## src/rtl/inst_fetch_unit.sv

```systemverilog
// Instruction fetch stage: owns the PC, addresses the combinational ROM and registers
// each returned word with its PC. Supports stall, branch redirect with flush, and halt.
module inst_fetch_unit #(
    parameter int                 ADDR_W    = 16,
    parameter int                 INST_W    = 10,
    parameter logic [ADDR_W-1:0]  RESET_PC  = '0,
    parameter logic [INST_W-1:0]  HALT_INST = '0
) (
    input  logic              CLK,
    input  logic              Reset,
    output logic [ADDR_W-1:0] InstAddress,
    input  logic [INST_W-1:0] InstIn,
    input  logic              Stall,
    input  logic              BranchTaken,
    input  logic [ADDR_W-1:0] BranchTarget,
    output logic [INST_W-1:0] InstReg,
    output logic [ADDR_W-1:0] InstPC,
    output logic              InstValid,
    output logic              Halted,
    output logic [15:0]       FetchCount
);

    typedef enum logic {
        ST_RUN    = 1'b0,
        ST_HALTED = 1'b1
    } state_t;

    state_t             r_state;
    state_t             w_state_next;
    logic [ADDR_W-1:0]  r_pc;
    logic [INST_W-1:0]  r_inst_reg;
    logic [ADDR_W-1:0]  r_inst_pc;
    logic               r_inst_valid;
    logic [15:0]        r_fetch_count;

    logic               w_fetch;
    logic               w_is_halt;
    logic [15:0]        w_count_sat;
    logic [ADDR_W-1:0]  w_pc_inc;

    // A fetch only happens in RUN on a cycle that is neither redirected nor stalled.
    assign w_fetch     = (r_state == ST_RUN) && !BranchTaken && !Stall;
    assign w_is_halt   = (InstIn == HALT_INST);
    assign w_count_sat = (r_fetch_count == 16'hFFFF) ? r_fetch_count : r_fetch_count + 16'd1;
    assign w_pc_inc    = r_pc + {{(ADDR_W-1){1'b0}}, 1'b1};

    always_ff @(posedge CLK) begin
        if (Reset) begin
            r_state <= ST_RUN;
        end else begin
            r_state <= w_state_next;
        end
    end

    always_comb begin
        w_state_next = r_state;
        if (w_fetch && w_is_halt) begin
            w_state_next = ST_HALTED;
        end
    end

    always_comb begin
        InstAddress = r_pc;
        InstReg     = r_inst_reg;
        InstPC      = r_inst_pc;
        InstValid   = r_inst_valid;
        Halted      = (r_state == ST_HALTED);
        FetchCount  = r_fetch_count;
    end

    always_ff @(posedge CLK) begin
        if (Reset) begin
            r_pc          <= RESET_PC;
            r_inst_reg    <= '0;
            r_inst_pc     <= '0;
            r_inst_valid  <= 1'b0;
            r_fetch_count <= '0;
        end else if (r_state == ST_RUN) begin
            if (BranchTaken) begin
                // Redirect wins over stall; the word being fetched is dropped as a bubble.
                r_pc         <= BranchTarget;
                r_inst_valid <= 1'b0;
            end else if (!Stall) begin
                r_inst_reg <= InstIn;
                r_inst_pc  <= r_pc;
                if (w_is_halt) begin
                    r_inst_valid <= 1'b0;
                end else begin
                    r_inst_valid  <= 1'b1;
                    r_pc          <= w_pc_inc;
                    r_fetch_count <= w_count_sat;
                end
            end
        end else begin
            r_inst_valid <= 1'b0;
        end
    end

endmodule

```

## config.mk

```make
export PLATFORM = sky130hd
export DESIGN_NAME = inst_fetch_unit
export DESIGN_NICKNAME = d
export VERILOG_FILES = /design/src/rtl/inst_fetch_unit.sv
export SDC_FILE = /design/constraint.sdc
export NUM_CORES = 1
export LEC_CHECK = 0
export CORE_ASPECT_RATIO = 0.7
export CORE_MARGIN = 8
export CORE_UTILIZATION = 47
export DETAILED_ROUTE_END_ITERATION = 8
export HOLD_SLACK_MARGIN = 0.03
export PLACE_DENSITY = 0.81
export SLEW_MARGIN = 20
export SYNTH_ARGS = -nofsm -noshare
export SYNTH_HDL_FRONTEND = slang
export SYNTH_SLANG_ARGS = --single-unit
```

## constraint.sdc

```tcl
create_clock -name CLK -period 2.8 [get_ports CLK]
set_clock_uncertainty 0.1 [all_clocks]
set_input_delay 0.28 -clock CLK [delete_from_list [all_inputs] [get_ports CLK]]
set_output_delay 0.28 -clock CLK [all_outputs]
set_load 0.05 [all_outputs]
```

==> impl_metrics.tcl <==
set metrics [dict create \
    totalNegativeSetupSlack_ps 0 \
    grt.overflow.total 0 \
    post-route-min-period_ps 2260 \
    hold_slack_ps 355 \
    cts_root_buf "clkbuf_8" \
    syn2layout_area_growth_pct 41.2 \
    fill_cells 495 \
    finalSetupViolCount 0 \
    dieWidth_um 110 \
    routed_wl_um 8800 \
    synthesis.nets 393 \
    layout_commonest_cell "clkdlybuf4s50_1" \
    maxSlewViolCount 0 \
    critical_path_class "flop to flop" \
    rr_worst_depth 6 \
    fmax_mhz 443 \
    die-area_mm2 0.00895 \
    grt_max_degree 43 \
    p_leak_nw 1.41 \
    p_switching_mw 0.606 \
    post-cts-setup-buffer-count 0 \
    p_clk_frac 0.435 \
    hold_start "Reset" \
    yosysSeqAreaShare 0.416 \
    final_cell_mix "clkdlybuf4s50_1 (88), nand2_1 (80), dfxtp_1 (60), a21oi_1 (52), nor2_1 (20)" \
    cts_buffers 9 \
    path_clk_slew_ps 70 \
    core-area_mm2 0.00610 \
    synth_top_area_frac 0.416 \
    cts.htree.levels 3 \
    dr.pass1.iters 4 \
    cts_tree "built" \
    first_iter_violations 196 \
    nNetsFinal 481 \
    drive_gt1_frac 0.0881 \
    start_util 0.474 \
    r2r-start "InstAddress[0]" \
    track_usage 0.198 \
    antenna_cells 0 \
    dp_hpwl_um 6300 \
    grt_pass1_wl_um 14000 \
    ys_ff_latch 60 \
    hold_depth 2 \
    power_density_mw_per_mm2 547 \
    routabilityCongestion 0.864 \
    cts_buffer_depth 2 \
    relSlewSlack 0.559 \
    crit_arrival_ps 2360 \
    rsz0062_at_grt "no" \
    synth.distinct_cells 56 \
    cts_resized 0 \
    synth_area_per_cell_um2 8.00 \
    vias 3031 \
    numPortBuffers 89 \
    yosys.area.top_type "dfxtp_1" \
    drt-wirelength-per-cell_um 16.5 \
    grt_pass1_vias 2815 \
    required_ps 2900 \
    ir_drop_mv 0.298 \
    hold_path.class "input port to flop" \
    die_h_um 81.6 \
    antenna_found_initial 0 \
    crit_fanout 7 \
    switching_share 0.272 \
    p_int_mw 1.63 \
    viasPerCell 5.70 \
    max-cap-violations 0 \
    drc 0 \
    synth_top_cells_by_area "dfxtp_1 (42%), nand2_1 (10%), a21oi_1 (9.0%)" \
    rrSetupSlack_ps 540 \
    syn-cell-area_mm2 0.00289 \
    final-hold-violation-count 0 \
    insertion_delay_ps 340 \
    combinationalPowerShare 0.152 \
    rows 24 \
    cp-start-kind "flop" \
    reg2reg_to "InstAddress[10]" \
    io_pins 90 \
    finalCritPeriodShare 0.806 \
    cp-end-kind "flop" \
    cts_hold_buf 0 \
    hold_end "FetchCount[4]" \
    ant_nets 0 \
    status "finished, final reports clean" \
    cts.sinks 60 \
    cp-startpoint "InstAddress[0]" \
    p_seq_frac 0.413 \
    syn_inst 361 \
    synth_warnings 0 \
    worst_pin_slew_ps 661 \
]
[area by class of cell]
class | count | area (µm²) | share of cell area
flip-flops and latches | 60 | 1200 | 0.294
well taps | 78 | 97.6 | 0.0239
clock inverters | 6 | 111 | 0.0273
multi-input cells | 277 | 1570 | 0.385
clock buffers | 10 | 138 | 0.0337
inverters | 4 | 15.0 | 0.00368
repair buffers | 97 | 946 | 0.232
[how the worst max path moves through the flow]
| stage | depth (start not counted) | endpoint |
|---|---|---|
| global placement | 6 | FetchCount[8] |
| CTS | 6 | FetchCount[6] |
| floorplan | 7 | FetchCount[6] |
| detailed placement | 6 | FetchCount[5] |
| finish | 6 | InstAddress[10] |
| global route | 6 | FetchCount[6] |
[power groups by stage]
stage	Sequential (mW)	Combinational (mW)	Clock [mW]
2_1_floorplan	1.03	0.108	0
3_3_place_gp	0.937	0.331	0
3_5_place_dp	0.938	0.337	0
4_1_cts	0.919	0.340	0.980
5_1_grt	0.925	0.360	1.03
6_report	0.921	0.339	0.972
[logic make-up (layout without fill, tap and decap cells)]
family	count (synthesis)	count (layout)	synth area share
xor gates and xnor gates	3	3	0.00910
adders and majority gates	2	2	0.00866
buffers and inverters	24	117	0.0420
muxes	3	3	0.0121
DFF	60	60	0.416
and+or+nand+nor	161	161	0.280
AOI/OAI and AO/OA	108	108	0.232
[cell usage after synthesis, drive strengths merged]
cell type   n
a211oi      1
a21o        2
a21oi      52
a22o        1
a22oi       1
a311oi      2
a31o        3
a31oi       5
a41o        1
and2        5
and2b       1
and3        6
and4        4
and4b       1
buf         6
clkbuf     14
dfxtp      60
ha          2
inv         4
mux2        1
mux2i       2
nand2      80
nand2b      1
nand3      12
nand4       5
nand4b      1
nor2       20
nor2b       1
nor3        6
nor4        5
nor4b       1
o2111ai     2
o211ai      3
o21a        3
o21ai      19
o311ai      1
o31a        1
o31ai      10
o41ai       1
or3         6
or4         5
or4b        1
xor2        3
[metal layers]
metal | share of wire | global-route usage | routed length (µm)
met5 | 0 | 0 | 0
met4 | 0.014 | 0.0725 | 122
met3 | 0.10 | 0.0697 | 912
met2 | 0.44 | 0.307 | 3910
met1 | 0.44 | 0.251 | 3860
[worst max-delay path: stages, from the launching register on]
cell	delay (ps)
dfxtp_1	480
ha_1	290
nand3_1	130
or4b_2	720
and2_1	190
o21ai_0	140
a21oi_1	80
[stage by stage]
stage / total power [mW] / std cells / utilization / instance area [µm²] / worst slack, ps
floorplan: 1.14 / 361 / - / 2890 / 403
global placement: 1.27 / 516 / 0.628 / 3830 / 488
detailed placement: 1.28 / 516 / 0.628 / 3830 / 430
CTS: 2.24 / 532 / 0.669 / 4080 / 569
global route: 2.31 / 532 / 0.669 / 4080 / 451
finish: 2.23 / 532 / 0.669 / 4080 / 543
[registers in the layout, summed over array words and instances, names as in the netlist]
name / flops
InstValid: 1
FetchCount: 16
InstReg: 10
InstPC: 16
Halted: 1
InstAddress: 16
No activity file was read; power rests on OpenSTA's default activity.
